<file path="src/rtl/ex_pipe.sv">
// Handshaked EX stage: ALU, branch resolution and an iterative MULT/MULTU unit with HI/LO.
// Define EX_PIPE_OVF_EN to register a signed-overflow flag for ADD/SUB/ADDI; otherwise ovf is tied low.
module ex_pipe #(
    parameter int unsigned XLEN  = 32,
    parameter int unsigned CNT_W = 6
) (
    input  logic            CLK,
    input  logic            RST,
    input  logic            in_valid,
    output logic            in_ready,
    input  logic [31:0]     Ins,
    input  logic [XLEN-1:0] nextPC,
    input  logic [XLEN-1:0] Rdata1,
    input  logic [XLEN-1:0] Rdata2,
    input  logic [XLEN-1:0] Ed32,
    output logic            out_valid,
    input  logic            out_ready,
    output logic [XLEN-1:0] Result,
    output logic [XLEN-1:0] newPC,
    output logic            taken,
    output logic            ovf,
    output logic            busy
);

    localparam logic [5:0] OP_RTYPE = 6'h00;
    localparam logic [5:0] OP_BEQ   = 6'h04;
    localparam logic [5:0] OP_BNE   = 6'h05;
    localparam logic [5:0] OP_ADDI  = 6'h08;
    localparam logic [5:0] OP_ADDIU = 6'h09;
    localparam logic [5:0] OP_ANDI  = 6'h0C;
    localparam logic [5:0] OP_ORI   = 6'h0D;
    localparam logic [5:0] OP_LW    = 6'h23;
    localparam logic [5:0] OP_SW    = 6'h2B;

    localparam logic [5:0] F_MFHI  = 6'h10;
    localparam logic [5:0] F_MFLO  = 6'h12;
    localparam logic [5:0] F_MULT  = 6'h18;
    localparam logic [5:0] F_MULTU = 6'h19;
    localparam logic [5:0] F_ADD   = 6'h20;
    localparam logic [5:0] F_ADDU  = 6'h21;
    localparam logic [5:0] F_SUB   = 6'h22;
    localparam logic [5:0] F_SUBU  = 6'h23;
    localparam logic [5:0] F_AND   = 6'h24;
    localparam logic [5:0] F_OR    = 6'h25;
    localparam logic [5:0] F_XOR   = 6'h26;
    localparam logic [5:0] F_NOR   = 6'h27;
    localparam logic [5:0] F_SLT   = 6'h2A;
    localparam logic [5:0] F_SLTU  = 6'h2B;

    localparam int unsigned ZX_W = (XLEN < 16) ? XLEN : 16;
    localparam int unsigned MSB  = XLEN - 1;

    typedef enum logic {RUN, MUL} state_t;

    state_t state, state_next;

    logic [5:0]        op, funct;
    logic              accept, is_mul, load_alu, mul_done;
    logic [XLEN-1:0]   sum_rr, diff_rr, sum_ri, imm_zx;
    logic [XLEN-1:0]   alu_res, br_pc, pc_next;
    logic              br_taken;
    logic              unused_ins;

    logic [CNT_W-1:0]  count;
    logic [XLEN-1:0]   hi, lo;
    logic [2*XLEN-1:0] acc, mcand, mul_step, product;
    logic [XLEN-1:0]   mplier, mul_pc;
    logic              neg;
    logic              mul_signed, a_neg, b_neg;
    logic [XLEN-1:0]   a_mag, b_mag;

    assign op         = Ins[31:26];
    assign funct      = Ins[5:0];
    assign unused_ins = ^Ins[25:6];

    assign in_ready = (state == RUN) && (!out_valid || out_ready);
    assign accept   = in_valid && in_ready;
    assign is_mul   = (op == OP_RTYPE) && ((funct == F_MULT) || (funct == F_MULTU));
    assign load_alu = accept && !is_mul;
    assign mul_done = (state == MUL) && (count == CNT_W'(XLEN - 1));
    assign busy     = (state == MUL);

    assign sum_rr  = Rdata1 + Rdata2;
    assign diff_rr = Rdata1 - Rdata2;
    assign sum_ri  = Rdata1 + Ed32;

    always_comb begin
        imm_zx = '0;
        imm_zx[ZX_W-1:0] = Ed32[ZX_W-1:0];
    end

    always_comb begin
        alu_res  = '0;
        br_taken = 1'b0;
        case (op)
            OP_RTYPE: begin
                case (funct)
                    F_ADD, F_ADDU: alu_res = sum_rr;
                    F_SUB, F_SUBU: alu_res = diff_rr;
                    F_AND:  alu_res = Rdata1 & Rdata2;
                    F_OR:   alu_res = Rdata1 | Rdata2;
                    F_XOR:  alu_res = Rdata1 ^ Rdata2;
                    F_NOR:  alu_res = ~(Rdata1 | Rdata2);
                    F_SLT:  alu_res = {{(XLEN-1){1'b0}}, ($signed(Rdata1) < $signed(Rdata2))};
                    F_SLTU: alu_res = {{(XLEN-1){1'b0}}, (Rdata1 < Rdata2)};
                    F_MFHI: alu_res = hi;
                    F_MFLO: alu_res = lo;
                    default: alu_res = '0;
                endcase
            end
            OP_ADDI, OP_ADDIU, OP_LW, OP_SW: alu_res = sum_ri;
            OP_ANDI: alu_res = Rdata1 & imm_zx;
            OP_ORI:  alu_res = Rdata1 | imm_zx;
            OP_BEQ:  br_taken = (Rdata1 == Rdata2);
            OP_BNE:  br_taken = (Rdata1 != Rdata2);
            default: alu_res = '0;
        endcase
    end

    assign br_pc   = nextPC + (Ed32 << 2);
    assign pc_next = br_taken ? br_pc : nextPC;

    // Signed multiply runs on magnitudes; the sign is reapplied to the final product.
    assign mul_signed = (funct == F_MULT);
    assign a_neg      = mul_signed && Rdata1[MSB];
    assign b_neg      = mul_signed && Rdata2[MSB];
    assign a_mag      = a_neg ? (~Rdata1 + 1'b1) : Rdata1;
    assign b_mag      = b_neg ? (~Rdata2 + 1'b1) : Rdata2;

    assign mul_step = acc + (mplier[0] ? mcand : '0);
    assign product  = neg ? (~mul_step + 1'b1) : mul_step;

    always_ff @(posedge CLK or negedge RST) begin
        if (!RST) state <= RUN;
        else      state <= state_next;
    end

    always_comb begin
        state_next = state;
        case (state)
            RUN: if (accept && is_mul) state_next = MUL;
            MUL: if (mul_done)         state_next = RUN;
            default: state_next = RUN;
        endcase
    end

    always_ff @(posedge CLK or negedge RST) begin
        if (!RST) begin
            count  <= '0;
            acc    <= '0;
            mcand  <= '0;
            mplier <= '0;
            neg    <= 1'b0;
            mul_pc <= '0;
            hi     <= '0;
            lo     <= '0;
        end else if (accept && is_mul) begin
            count  <= '0;
            acc    <= '0;
            mcand  <= {{XLEN{1'b0}}, a_mag};
            mplier <= b_mag;
            neg    <= a_neg ^ b_neg;
            mul_pc <= nextPC;
        end else if (state == MUL) begin
            acc    <= mul_step;
            mcand  <= mcand << 1;
            mplier <= mplier >> 1;
            if (mul_done) begin
                count    <= '0;
                {hi, lo} <= product;
            end else begin
                count <= count + 1'b1;
            end
        end
    end

    // mul_done and load_alu never coincide: in_ready is low throughout MUL.
    always_ff @(posedge CLK or negedge RST) begin
        if (!RST) begin
            out_valid <= 1'b0;
            Result    <= '0;
            newPC     <= '0;
            taken     <= 1'b0;
        end else if (mul_done) begin
            out_valid <= 1'b1;
            Result    <= '0;
            newPC     <= mul_pc;
            taken     <= 1'b0;
        end else if (load_alu) begin
            out_valid <= 1'b1;
            Result    <= alu_res;
            newPC     <= pc_next;
            taken     <= br_taken;
        end else if (out_ready) begin
            out_valid <= 1'b0;
        end
    end

`ifdef EX_PIPE_OVF_EN
    logic ovf_next, ovf_q;

    always_comb begin
        ovf_next = 1'b0;
        if (op == OP_RTYPE && funct == F_ADD)
            ovf_next = (Rdata1[MSB] == Rdata2[MSB]) && (sum_rr[MSB] != Rdata1[MSB]);
        else if (op == OP_RTYPE && funct == F_SUB)
            ovf_next = (Rdata1[MSB] != Rdata2[MSB]) && (diff_rr[MSB] != Rdata1[MSB]);
        else if (op == OP_ADDI)
            ovf_next = (Rdata1[MSB] == Ed32[MSB]) && (sum_ri[MSB] != Rdata1[MSB]);
    end

    always_ff @(posedge CLK or negedge RST) begin
        if (!RST)          ovf_q <= 1'b0;
        else if (mul_done) ovf_q <= 1'b0;
        else if (load_alu) ovf_q <= ovf_next;
    end

    assign ovf = ovf_q;
`else
    assign ovf = 1'b0;
`endif

endmodule

</file>
<file path="config.mk">
export PLATFORM = sky130hd
export DESIGN_NAME = ex_pipe
export DESIGN_NICKNAME = d
export VERILOG_FILES = /design/src/rtl/ex_pipe.sv
export SDC_FILE = /design/constraint.sdc
export NUM_CORES = 1
export LEC_CHECK = 0
export CORE_ASPECT_RATIO = 2
export CORE_UTILIZATION = 45
export DETAILED_ROUTE_END_ITERATION = 16
export PLACE_DENSITY = 0.68
export RECOVER_POWER = 50
export SLEW_MARGIN = 20
export SYNTH_ARGS = -nofsm -noshare
export SYNTH_HDL_FRONTEND = slang
export SYNTH_SLANG_ARGS = --single-unit
</file>
<file path="constraint.sdc">
create_clock -name CLK -period 4.5 [get_ports CLK]
set_input_delay 0.45 -clock CLK [delete_from_list [all_inputs] [get_ports CLK]]
set_output_delay 0.45 -clock CLK [all_outputs]
set_load 0.005 [all_outputs]
</file>
; ---- Yosys cells after proc, flatten, opt, wreduce, memory -nomap -nowiden
; Index checks and enable logic that the tools add are counted.
[classes]
n_addsub = 9
multipliers = 0
div = 0
n_lt_le_gt_ge = 2
eq_ne = 25
n_shift = 0
mux = 29
bitwise_logic = 12
reduce_logical = 20
[ops]
columns = op, count
row1 = 2-to-1 mux 64 bit, 6
row2 = one-hot mux 32 bit (10 select lines), 1
row3 = 2-to-1 mux 32 bit, 9
row4 = one-hot mux 32 bit (4 select lines), 1
row5 = adder 32 bit, 3
row6 = NOT 32 bit, 3
row7 = "equality test 6 bit, second input constant", 12
row8 = "adder 32 x 1 -> 32 bit, second input constant", 2
row9 = "adder 64 x 1 -> 64 bit, second input constant", 1
row10 = adder 64 bit, 1
row11 = less-than comparator 32 bit, 2
row12 = NOT 64 bit, 1
row13 = bitwise AND 32 x 16 -> 32 bit, 1
row14 = bitwise AND 32 bit, 1
row15 = equality test 32 bit, 1
row16 = inequality test 32 bit, 1
row17 = OR 32 x 16 -> 32 bit, 1
row18 = OR 32 bit, 1
row19 = subtractor 32 bit, 1
row20 = XOR 32 bit, 1
row21 = "equality test 6 x 5 -> 1 bit, second input constant", 5
row22 = "equality test 6 x 4 -> 1 bit, second input constant", 4
row23 = 2-to-1 mux 6 bit, 3
row24 = "equality test 6 x 3 -> 1 bit, second input constant", 2
row25 = 14 further kinds, 33
[totals]
ff_bits = 330
latch_bits = 0
ramBits = 0
romBits = 0
elab_cells = 110
memories = 0

; ---- Depth between registers and ports, before layout
; Gate-level depths: netlist of the first run.
[depth]
ltp_word = 7
depth_mapped = 19
depth_no_buf = 15

; ---- Least setup slack after synthesis of the first run
; No wires, ideal clock.
[synth_timing]
path_kind = flip-flop to flip-flop
from = register mplier[0]
to = register hi[12]
arrival_ns = 4.814
slack_ns = -0.445
path_stages_with_launch = 20
period_less_slack_ns = 4.945
cell_sequence = dfrtp_1 > clkbuf_1 > clkbuf_1 > and2_1 > ha_1 > fa_1 > a21o_1 > a21oi_1 > xnor2_1 > or3_1 > or3_1 > nand3b_4 > or4_4 > or3_1 > buf_2 > or3_1 > buf_2 > o31ai_1 > xor2_1 > o21ai_1
[synth_via]
elab_chain_len = 5
[synth_rtl]
columns = element, line_no
row1 = "start, declared", 67  ; logic [XLEN-1:0] mplier, mul_pc;
row2 = "start signal, assigned", 161  ; mplier <= b_mag;
row3 = "start signal, assigned", 167  ; mplier <= mplier >> 1;
row4 = 2-to-1 mux 64 bit *, 130  ; assign mul_step = acc + (mplier[0] ? mcand : '0);
row5 = adder 64 bit *, 130
row6 = NOT 64 bit, 131  ; assign product = neg ? (~mul_step + 1'b1) : mul_step;
row7 = adder 64 x 1 -> 64 bit, 131
row8 = 2-to-1 mux 64 bit *, 131
row9 = "end signal, assigned", 170  ; {hi, lo} <= product;
row10 = "end, declared", 65  ; logic [XLEN-1:0] hi, lo;
; Every way passes the cells marked *; elsewhere a longest branch is shown, timed or not.
; A chain may end at the register's enable or synchronous reset.

; ---- Worst setup path in the final report of the first run
[layout_timing]
from = register mplier[0]
to = register hi[30]
; The elaborated chain is that of the path after synthesis.

==> impl_metrics.csv, run 1 <==
group,metric,value,unit
outcome,status,"finished with violations",
outcome,violations,"capacitance limit, slew limit, setup timing",
global_routing,first_global_vias,32900,
yosys,synth_seq_cells,330,
place,place_congestion,1.02,
global_routing,overflow,0,
place,placed_cells,5327,
timing,final-max-slew-violation-count,104,
yosys,synth_top_area_share,27.5,%
yosys,ys_top_cells_by_count,"nand2_1 (557), o21ai_0 (381), dfrtp_1 (330)",
job,max_cap_viol_count,1,
yosys,yosys.area.top_type,"dfrtp_1",
drt,wl_per_cell,22.6,µm
place,numPortBuffers,211,
global_routing,antenna_found_initial,0,
floorplan,row_count,133,
yosys,netlist-cell-type-count,90,
clocking,cts_sinks,330,
floorplan,start_util,45.6,%
final_layout,fin_nets,4916,
worst_setup_path,crit_type,"flip-flop to flip-flop",
clocking,cts-htree-levels,2,
yosys,netlist_instances,3815,
floorplan,die_area,67800,µm²
yosys,ys_warn_count,0,
clocking,cts_buffer_depth,3,
yosys,synthesis.nets,4226,
yosys,synth.most_common_cell,"nand2_1",
worst_setup_path,crit_path_end_kind,"flip-flop",
timing,finalHoldViolCount,0,
timing,holdWs,0.430,ns
yosys,syn-cell-area,30000,µm²
clocking,cts_root_buffer,"clkbuf_16",
timing,worst_pin_slew,2.71,ns
floorplan,die_h,367,µm
global_routing,grt_use_total,35.9,%
power,p_leak,18.0,nW
worst_setup_path,cp_max_fo,5,
drt,ant_nets,0,
timing,fin_skew,0.0302,ns
timing,fin_crit,4.86,ns
clocking,cts_tree,"done",
yosys,yosysSeqAreaShare,27.5,%
drt,drtIter0Drc,1984,
timing,rsz0062_at_grt,"true",
global_routing,grt_pass1_wl,186000,µm
power,peakVddDrop,0.000380,V
clocking,cts_buffers,37,
floorplan,design.portCount,233,
worst_setup_path,cp.arrival,5.34,ns
power,power.density,329,nW/µm²
drt,drc,0,
place,hpwl,96800,µm
global_routing,grt_max_degree,145,
drt,firstDrtPassIters,7,
yosys,synth_edf_count,0,
power,clock_power_share,24.2,%
timing,clock.fmax,0.206,GHz
final_layout,synthToLayoutAreaGrowth,32.2,%
drt,viasPerCell,5.95,
final_layout,n_fill_cell,6057,
power,switching_share,39.5,%
power,power_frac_seq,31.5,%
worst_setup_path,worst-r2r-setup-slack,-0.36,ns
final_layout,final_cell_count_no_fill,5411,
worst_setup_path,timing.rr.start,"mplier[0]",
drt,routed_wl,123000,µm
clocking,clkLatencyLatePin,0.61,ns
clocking,clkTransAtPathRegs,0.07,ns
timing,fin_crit_sh,108,%
worst_setup_path,rr_worst_depth,17,
timing,slew_headroom,-80.6,%
worst_setup_path,cp.required,4.97,ns
floorplan,chipWidth,185,µm
power,power_frac_comb,44.3,%
drt,vias,32200,
worst_hold_path,hp-class,"input port to flip-flop",
yosys,yosys-top-cells-area,"dfrtp_1 (27%), ha_1 (10%), nand2_1 (7.0%), o21ai_0 (6.3%), xnor2_1 (4.5%)",
final_layout,drive_gt1_share,20.3,%
floorplan,coreArea,65900,µm²
worst_hold_path,whs_path_depth,3,
yosys,ys_async_sr_fraction,100,%
worst_setup_path,startpoint,"mplier[0]",
power,power.internal,0.00789,W
timing,setup_viol,31,
worst_hold_path,hp-start,"nextPC[0]",
yosys,ys.flop_type,"dfrtp_1",
timing,worst_slack,-0.365,ns
yosys,syn_avg_cell_area,7.87,µm²
worst_setup_path,startpoint_type,"flip-flop",
power,p_switching,0.00516,W
## critical path, cell delays in order (launching register included)
cell and delay, ns:
dfrtp_2 0.47, and2_4 0.17, ha_4 0.16, fa_2 0.38
buf_4 0.16, a21o_1 0.16, a21oi_2 0.18, xnor2_2 0.12
or3_4 0.34, or3_4 0.42, nand3b_4 0.19, or4_4 0.54
or3_4 0.43, or3_4 0.40, buf_4 0.17, o41ai_4 0.21
xnor2_1 0.16, o21ai_1 0.07
## registers in the layout, summed over array words and instances (netlist names), 6 cells and up
name    count
hi         32
newPC      32
mplier     32
mcand      64
mul_pc     32
lo         32
Result     32
count       6
acc        64
## final cells by class
| class | instances | area [µm²] | area share, % |
|---|---|---|---|
| clock inverter | 19 | 200 | 0.504 |
| inverter | 141 | 529 | 1.33 |
| multi-input combinational | 3119 | 21400 | 53.9 |
| sequential | 330 | 8260 | 20.8 |
| clock buffer | 48 | 1020 | 2.56 |
| timing repair buffer | 876 | 7190 | 18.1 |
| tap | 877 | 1100 | 2.76 |
| antenna | 1 | 2.50 | 0.00630 |
## routing by layer
metal | track usage [%] | routed length, µm | vias to the layer above
li1 | - | - | 15100
met3 | 5.20 | 6220 | 471
met1 | 34.6 | 41600 | 15400
met4 | 29.5 | 11400 | 0
met2 | 66.2 | 63400 | 1167
met5 | 0 | 0 | -
## final timing paths
check,endpoint
worst max register to register,hi[30]
min in group asynchronous,mcand[3]
max in group asynchronous,mul_pc[27]
worst min-delay path,mul_pc[0]
worst min register to register,mul_pc[4]
worst max-delay path,hi[30]
## power groups by stage
| stage | registers (W) | clock network (W) | logic (W) |
|---|---|---|---|
| 4_1_cts | 0.00410 | 0.00322 | 0.00563 |
| 5_1_grt | 0.00418 | 0.00331 | 0.00627 |
| 2_1_floorplan | 0.00389 | 0 | 0.00307 |
| 3_5_place_dp | 0.00413 | 0 | 0.00543 |
| 3_3_place_gp | 0.00412 | 0 | 0.00535 |
| 6_report | 0.00411 | 0.00316 | 0.00578 |
## kinds of logic (layout without fill, tap and decap cells)
kind of cell,after synthesis,after routing,share of synthesized area (%)
adders and majority gates,247,247,10.4
DFF,330,330,27.5
buffers and inverters,366,1084,4.69
xor gates and xnor gates,240,240,7.00
muxes,135,135,4.52
other,1,2,0.0125
AOI/OAI and AO/OA,1218,1218,26.4
and+or+nand+nor,1278,1278,19.5
## layout by cell type (no fill, tap or decap), types with 30 or more instances in the layout
cell type and n:
a21o_1 67, a21oi_1 252, a221oi_1 30, a222oi_1 36, a22oi_1 40, and2_1 81, buf_4 648, clkbuf_16 37
clkdlybuf4s50_1 193, dfrtp_1 327, ha_1 224, inv_1 140, mux2i_1 129, nand2_1 556, nand3_1 66, nor2_1 265
nor3_1 61, o21ai_0 357, o21ai_1 34, o21bai_1 45, or3_1 32, xnor2_1 150, xor2_1 86
## what timing repair did
action | 4_1_cts | 5_1_grt
buffers inserted | 11 | 5
hold buffers | 1 | 0
endpoints found under the hold margin | 99 | 0
pin swaps | 19 | 26
setup endpoints to repair | 43 | 41
resized for setup | 102 | 88
## stage by stage
step / total power [W] / utilization (%) / setup WS [ns] / instance area [µm²] / TNS (ns)
after global routing: 0.0137 / 60.2 / -0.514 / 39700 / -12.43
final: 0.0131 / 60.2 / -0.365 / 39700 / -7.38
after floorplan: 0.00696 / - / -0.278 / 30100 / -4.44
after detailed placement: 0.00956 / 56.8 / -0.840 / 37400 / -24.52
after CTS: 0.0130 / 59.6 / -0.291 / 39300 / -5.27
after global placement: 0.00947 / 56.8 / -0.799 / 37400 / -23.59
No activity file was read; power rests on OpenSTA's default activity.
==> inputs of run 2 (changes only) <==
Settings changed: CORE_UTILIZATION 45 to 35, PLACE_DENSITY 0.68 to 0.55.
==> run 2 against run 1 <==
  * Via count shrank 1.6%
  * Core utilization shrank 13 points
  * The run still ends with capacitance limit, slew limit, setup timing left
  * Register-to-register slack lost 0.08 ns
==> impl_metrics.csv, run 2 (same netlist as run 1, synthesis figures left out) <==
group,metric,value,unit
outcome,status,"finished with violations",
outcome,violations,"capacitance limit, slew limit, setup timing",
timing,worst_pin_slew,3.08,ns
power,power.density,328,nW/µm²
global_routing,grt_use_total,29.2,%
drt,firstDrtPassIters,6,
drt,drc,0,
worst_setup_path,crit_type,"flip-flop to flip-flop",
floorplan,row_count,151,
timing,rsz0062_at_grt,"true",
floorplan,chipWidth,209,µm
timing,worst_slack,-0.448,ns
global_routing,grt_pass1_wl,194000,µm
clocking,cts_root_buffer,"clkbuf_16",
power,peakVddDrop,0.000369,V
floorplan,design.portCount,233,
floorplan,die_area,87100,µm²
clocking,clkTransAtPathRegs,0.07,ns
final_layout,drive_gt1_share,21.3,%
worst_setup_path,cp.required,4.99,ns
clocking,clkLatencyLatePin,0.62,ns
floorplan,die_h,416,µm
worst_setup_path,crit_path_end_kind,"flip-flop",
clocking,cts_buffer_depth,3,
place,dp_slack,-0.763,ns
job,max_cap_viol_count,1,
timing,fin_crit_sh,110,%
timing,setup_viol,33,
place,place_congestion,0.991,
clocking,cts_buffers,37,
drt,routed_wl,130000,µm
worst_setup_path,cp_max_fo,24,
final_layout,reg.largest.list,"acc x64, mcand x64",
drt,wl_per_cell,23.0,µm
timing,fin_skew,0.0469,ns
final_layout,synthToLayoutAreaGrowth,34.3,%
place,hpwl,104000,µm
final_layout,layout_commonest_cell,"buf_4",
power,p_leak,18.2,nW
drt,viasPerCell,5.62,
global_routing,overflow,0,
drt,ant_nets,0,
global_routing,antenna_found_initial,1,
final_layout,fin_nets,4946,
timing,final-max-slew-violation-count,52,
timing,slew_headroom,-105,%
global_routing,first_global_vias,32600,
floorplan,coreArea,84800,µm²
final_layout,mostFrequentLayoutCells,"buf_4 (670), nand2_1 (552), o21ai_0 (348), dfrtp_1 (327), nor2_1 (263)",
place,numPortBuffers,211,
timing,clock.fmax,0.202,GHz
worst_setup_path,startpoint_type,"flip-flop",
worst_hold_path,hp-class,"input port to flip-flop",
timing,setup_tns,-10.14,ns
timing,finalHoldViolCount,0,
drt,vias,31600,
clocking,cts-htree-levels,2,
timing,fin_crit,4.95,ns
clocking,cts_sinks,330,
global_routing,grt_max_degree,157,
final_layout,final_util,47.5,%
worst_setup_path,cp.arrival,5.43,ns
drt,drtIter0Drc,2001,
clocking,cts_tree,"done",
floorplan,start_util,35.4,%
## run 2: cell count changes in the layout (fill, tap and decap cells not counted), sizes merged
cell,delta
buf,+31
bufinv,+1
clkbuf,+1
clkdlybuf4s50,+2
clkinv,-5
dlygate4sd3,-2
## run 2: repair_timing
action	in CTS	in global routing
gates cloned	0	1
endpoints found under the setup margin	40	42
gates resized for setup	85	144
buffers inserted	11	24
endpoints found under the hold margin	48	0
pin swaps	31	39
hold buffers	1	0
## run 2: where the power goes
part	total [W]	switching, W	leakage [nW]	internal [W]
clock	0.00326	0.00146	0.597	0.00180
sequential	0.00414	0.000576	4.34	0.00356
combinational	0.00581	0.00318	13.3	0.00263
## run 2: metrics by stage
stage,cells,cell area [µm²],total power [W],hold slack [ns]
5_1_grt,5632,40300,0.0139,0.370
2_1_floorplan,3815,30100,0.00696,0.154
4_1_cts,5608,39500,0.0131,0.312
6_report,5633,40300,0.0132,0.360
3_3_place_gp,5531,37800,0.00960,0.403
3_5_place_dp,5531,37800,0.00965,0.405
## run 2: worst max-delay path: stages, from the launching register on
cell and delay, ns:
dfrtp_2 0.46, clkbuf_16 0.17, buf_12 0.15, and2_1 0.15, ha_1 0.34, buf_4 0.17, nand4_1 0.19, nor4_2 0.31
buf_4 0.17, buf_4 0.10, o21ai_0 0.10, a211oi_1 0.28, a211oi_2 0.12, a31oi_2 0.20, o211ai_1 0.13, or4_1 0.51
buf_6 0.17, or3_4 0.43, buf_4 0.17, o41ai_2 0.25, xnor2_1 0.18, o21ai_1 0.08
## run 2: final timing paths
kind	cells past startpoint	start	slack (ns)	end
min in group asynchronous	2	RST	1.42	mplier[0]
max	21	mplier[0]	-0.45	hi[30]
max reg2reg	21	mplier[0]	-0.45	hi[30]
min	5	Ins[1]	0.36	neg
max in group asynchronous	3	RST	0.23	mul_pc[30]
min reg2reg	2	mul_pc[5]	0.46	mul_pc[5]
## run 2: cell type report
class | count | area (µm²)
flip-flops and latches | 330 | 8260
clock buffers | 50 | 1030
repair buffers | 906 | 7480
clock inverters | 15 | 193
inverters | 141 | 529
fillers | 8377 | 44500
diodes | 1 | 2.50
multi-input cells | 3119 | 21500
well taps | 1071 | 1340
## run 2: metal layers
layer  GRT usage (%)  vias up  share of wire (%)
met5               0        -              0.012
met4            19.8        2                7.5
met3            3.55      369                3.7
met2            57.1      847                 54
met1            28.0    15200                 35
li1                -    15200                  -
